File: config.mk
export PLATFORM = sky130hd
export DESIGN_NAME = init_sequencer
export DESIGN_NICKNAME = d
export VERILOG_FILES = /design/src/rtl/init_sequencer.sv
export SDC_FILE = /design/constraint.sdc
export NUM_CORES = 1
export LEC_CHECK = 0
export BUFFER_PORTS_ARGS = -buffer_cell sky130_fd_sc_hd__buf_2
export CAP_MARGIN = 15
export CORE_MARGIN = 5
export CORE_UTILIZATION = 43
export CTS_BUF_LIST = sky130_fd_sc_hd__clkbuf_8 sky130_fd_sc_hd__clkbuf_16
export CTS_CLUSTER_SIZE = 24
export DETAILED_ROUTE_END_ITERATION = 8
export GPL_ROUTABILITY_DRIVEN = 0
export PLACE_DENSITY = 0.81
export SYNTH_ARGS = -nofsm -noshare
export SYNTH_HDL_FRONTEND = slang
export SYNTH_SLANG_ARGS = --single-unit
File: constraint.sdc
create_clock -name clk -period 1.9 [get_ports clk]
set_clock_uncertainty 0.15 [all_clocks]
set_input_delay 0.19 -clock clk [delete_from_list [all_inputs] [get_ports clk]]
set_output_delay 0.19 -clock clk [all_outputs]
set_load 0.01 [all_outputs]
File: src/rtl/init_sequencer.sv
// rtl/init_sequencer.sv - memory-initialisation sequencer: sweeps 0..DEPTH-1 writing a fill value
// into one bank, all banks in parallel, or each bank in turn.
module init_sequencer #(
  parameter int DEPTH     = 8,
  parameter int ADDR_W    = $clog2(DEPTH),
  parameter int DATA_W    = 8,
  parameter int NUM_BANKS = 4,
  parameter int BANK_W    = (NUM_BANKS > 1) ? $clog2(NUM_BANKS) : 1
) (
  input  logic                 clk,
  input  logic                 rst,
  input  logic                 start,
  input  logic [1:0]           mode,
  input  logic [BANK_W-1:0]    bank_sel,
  input  logic [DATA_W-1:0]    fill_value,
  input  logic                 abort,
  input  logic                 ready,
  output logic [ADDR_W-1:0]    address,
  output logic [DATA_W-1:0]    wr_data,
  output logic [NUM_BANKS-1:0] wr_en,
  output logic [BANK_W-1:0]    bank_cur,
  output logic                 busy,
  output logic                 done,
  output logic                 err
);

  localparam logic [1:0] S_IDLE = 2'd0;
  localparam logic [1:0] S_RUN  = 2'd1;
  localparam logic [1:0] S_DONE = 2'd2;

  localparam logic [ADDR_W-1:0] LAST_ADDR  = ADDR_W'(DEPTH - 1);
  localparam logic [BANK_W-1:0] LAST_BANK  = BANK_W'(NUM_BANKS - 1);
  localparam logic [BANK_W:0]   BANK_LIMIT = (BANK_W + 1)'(NUM_BANKS);

  logic [1:0]           state;
  logic [1:0]           mode_q;
  logic                 sel_ok;
  logic                 multi_bank;
  logic [NUM_BANKS-1:0] bank_mask;

  // Modes 1 and 2 ignore bank_sel, so only single-bank requests can be out of range.
  assign multi_bank = (mode == 2'd1) || (mode == 2'd2);
  assign sel_ok     = multi_bank || ({1'b0, bank_sel} < BANK_LIMIT);

  always_comb begin
    bank_mask = NUM_BANKS'(1) << bank_cur;
    if (mode_q == 2'd1) begin
      bank_mask = '1;
    end
  end

  assign wr_en = (state == S_RUN && ready && !abort) ? bank_mask : '0;
  assign busy  = (state == S_RUN);
  assign done  = (state == S_DONE);

  always_ff @(posedge clk or posedge rst) begin
    if (rst) begin
      state    <= S_IDLE;
      mode_q   <= 2'd0;
      address  <= '0;
      wr_data  <= '0;
      bank_cur <= '0;
      err      <= 1'b0;
    end else begin
      err <= 1'b0;
      case (state)
        S_IDLE: begin
          if (start) begin
            if (sel_ok) begin
              state    <= S_RUN;
              mode_q   <= mode;
              wr_data  <= fill_value;
              address  <= '0;
              bank_cur <= multi_bank ? '0 : bank_sel;
            end else begin
              err <= 1'b1;
            end
          end
        end
        S_RUN: begin
          // abort outranks both the stall and the end-of-bank transition.
          if (abort) begin
            state   <= S_IDLE;
            address <= '0;
          end else if (ready) begin
            if (address == LAST_ADDR) begin
              address <= '0;
              if (mode_q == 2'd2 && bank_cur != LAST_BANK) begin
                bank_cur <= bank_cur + BANK_W'(1);
              end else begin
                state <= S_DONE;
              end
            end else begin
              address <= address + ADDR_W'(1);
            end
          end
        end
        S_DONE: state <= S_IDLE;
        default: state <= S_IDLE;
      endcase
    end
  end

endmodule

==> impl_metrics.py <==
metrics = {
    "run_status": {
        "outcome": "finished, final reports clean",
    },
    "worst_setup_path": {
        "r2r-end": "address[0]",
        "worstSetupStartpointType": "flop",
        "path_cells": "nand4bb_2 > nor2_1 > buf_2",
        "cpPeakStageDelay_ns": 0.48,
        "endpoint": "wr_en[0]",
        "path_depth": 3,
        "critical_path_class": "reg -> out",
        "path_max_fanout": 9,
        "arrival_ns": 1.36,
        "r2r-start": "state[0]",
        "cp.required_ns": 1.56,
        "r2r_slack_ns": 0.22,
        "r2r_cells": 3,
        "crit_path_end_kind": "output pin",
        "crit_family": "simple AND/OR/NAND/NOR gates",
        "cp_slowest_cell": "dfrtp_1",
        "critical_path.startpoint": "state[1]",
        "worst-path-buf-inv": 1,
    },
    "detailed_routing": {
        "wl_per_cell_um": 13.9,
        "ant_nets": 0,
        "dr.pass1.iters": 4,
        "routed_wl_um": 2070,
        "via_count": 735,
        "drt_iter0_drc": 6,
        "viasPerCell": 4.93,
        "drc": 0,
    },
    "final_layout": {
        "instances_no_fill": 149,
        "area_growth_pct": 26.3,
        "drive_gt1_share_pct": 43.0,
        "fin_nets": 145,
        "diodes": 0,
        "fin_util_pct": 55.1,
    },
    "timing": {
        "finalCritPeriodShare_pct": 89.6,
        "tightest_slew_ns": 0.633,
        "final.setup.tns_ns": 0,
        "slew_headroom_pct": 57.8,
        "setup_viol": 0,
        "hold_violations": 0,
        "fin_ws_ns": 0.197,
        "min_period_ns": 1.70,
        "slew_violations": 0,
        "max_freq_mhz": 587,
        "rsz0062_at_grt": "false",
    },
    "logic_synthesis": {
        "synth_edf_count": 0,
        "synth_fp_nets": 106,
        "yosysTopAreaCell": "dfrtp_1",
        "syn-instance-count": 83,
        "synth_cell_types": 28,
        "synthTopCellsByCount": "dfrtp_1 (17), nor2_1 (11), mux2_2 (10)",
        "ys_ff_latch": 17,
        "syn-mean-instance-area_um2": 11.3,
        "synthArstFlopShare_pct": 100,
        "synthTopCellsByArea": "dfrtp_1 (45%), mux2_2 (12%), ha_1 (8.0%), nor2_1 (4.4%), mux2i_1 (3.2%)",
        "yosys.cell_count.top_type": "dfrtp_1",
        "yosysWarnings": 0,
        "syn-cell-area_um2": 937,
        "ys_seq_area_share_pct": 45.4,
        "synth_flop_cell": "dfrtp_1",
        "synth_top_area_share_pct": 45.4,
    },
    "die": {
        "core_area_mm2": 0.00215,
        "die_h_um": 56.7,
        "ios": 37,
        "rows": 17,
        "floorplan.initialDensity_pct": 43.6,
        "die_area_mm2": 0.00321,
        "fp.dieW_um": 56.7,
    },
    "global_routing": {
        "grt_max_degree": 18,
        "track_usage_pct": 13.7,
        "grt_pass1_wl_um": 3420,
        "grt_pass1_vias": 783,
        "antenna_found_initial": 0,
        "gr-total-overflow": 0,
    },
    "placed_design": {
        "io_buffers": 35,
        "placed_cells": 144,
        "dpl_worst_slack_ns": 0.240,
        "hpwl_um": 1680,
    },
    "power_and_ir_drop": {
        "switching_share_pct": 32.8,
        "leakage_uw": 0.000613,
        "p_sw_uw": 374,
        "pwr-share-seq_pct": 43.8,
        "clkPwrFrac_pct": 23.1,
        "combPwrFrac_pct": 33.1,
        "peakVddDrop_mv": 0.566,
        "powerDensity_mw_per_mm2": 961,
        "p_int_uw": 764,
    },
    "clock_network": {
        "cts_buffers": 3,
        "clk_latency_ns": 0.25,
        "cts_tree": "built",
        "htreeDepth": 1,
        "cts_buffer_depth": 2,
        "cts.clk_slew.worst_paths_ns": 0.07,
        "cts_root_buf": "clkbuf_8",
        "cts.sinks": 17,
        "post-cts-setup-buffer-count": 0,
    },
    "run": {
        "max-cap-violations": 0,
    },
    "worst_hold_path": {
        "min_path_type": "in -> reg",
    },
}
## worst min-delay path by stage
stage	from	to	slack [ns]	depth (start not counted)
final	fill_value[0]	wr_data[0]	0.02	2
after global routing	fill_value[1]	wr_data[1]	0.03	2
after CTS	fill_value[0]	wr_data[0]	0.02	2
after detailed placement	rst	wr_data[5]	0.16	2
after global placement	rst	wr_data[5]	0.15	2
after floorplan	rst	address[0]	-0.03	1
## power groups by stage
stage / logic (uW) / clock network [uW] / registers (uW)
6_report: 377 / 263 / 499
5_1_grt: 419 / 286 / 511
4_1_cts: 384 / 267 / 500
3_5_place_dp: 380 / 0 / 506
3_3_place_gp: 364 / 0 / 498
2_1_floorplan: 224 / 0 / 522
## cell families (layout without fill, tap and decap cells)
group	after synthesis	after routing	synth area share, %
AND/OR/NAND/NOR	27	27	17.8
flip-flops	17	17	45.4
multiplexers	13	13	15.2
buffers and inverters	10	48	5.61
AO/OA/AOI/OAI	8	8	6.68
adder cells (fa/ha/maj)	6	6	8.01
other	1	1	0.400
XOR/XNOR	1	1	0.935
## per-stage QoR
| step | total power, uW | cell area (um^2) | hold slack [ns] |
|---|---|---|---|
| 4_1_cts | 1150 | 1180 | 0.0172 |
| 2_1_floorplan | 746 | 937 | -0.0339 |
| 3_3_place_gp | 862 | 1130 | 0.149 |
| 3_5_place_dp | 887 | 1130 | 0.165 |
| 5_1_grt | 1220 | 1180 | 0.0256 |
| 6_report | 1140 | 1180 | 0.0220 |
## layout make-up
cell class              count  area [um^2]
inverters                   7         26.3
well taps                  28         35.0
flip-flops and latches     17          425
clock inverters             1         3.75
repair buffers             37          193
multi-input cells          56          459
clock buffers               3         41.3
fillers                   206          965
## placed cells by master (no fill, tap or decap)
cell,netlist,routed
a211oi_2,1,1
conb_1,1,1
nand2b_1,1,1
nand4bb_2,1,1
o21ai_0,1,1
mux2i_1,3,3
inv_1,7,8
o21a_1,1,1
dlygate4sd3_1,0,1
dfrtp_1,17,17
a21o_1,1,1
nand4_1,1,1
nor2b_1,2,2
nor3b_1,1,1
nor2_1,11,11
nand4bb_1,1,1
nor3b_4,1,1
xnor2_1,1,1
ha_1,6,6
o211ai_1,2,2
nor3_1,1,1
clkbuf_8,0,3
o311ai_0,1,1
nand2_1,4,4
buf_4,2,1
mux2_2,10,10
a31oi_1,1,1
buf_2,0,35
or3b_1,2,2
and3b_1,1,1
## sequential cells by signal (all words and copies together), names as in the netlist
name      count
bank_cur      2
mode_q        2
state         2
wr_data       8
address       3
## repair_timing
| action | 4_1_cts | 5_1_grt |
|---|---|---|
| hold endpoints to repair | 17 | 0 |
| resized for setup | 0 | 0 |
| hold buffers | 1 | 0 |
## per-layer routing
layer / global-route usage, % / part of all wire, % / wire length (um)
met1: 14.7 / 40 / 820
met2: 25.4 / 54 / 1110
met3: 2.76 / 5.3 / 109
met4: 6.10 / 1.3 / 27
met5: 0 / 0 / 0
Note: power is estimated with default switching activity, not from simulation.
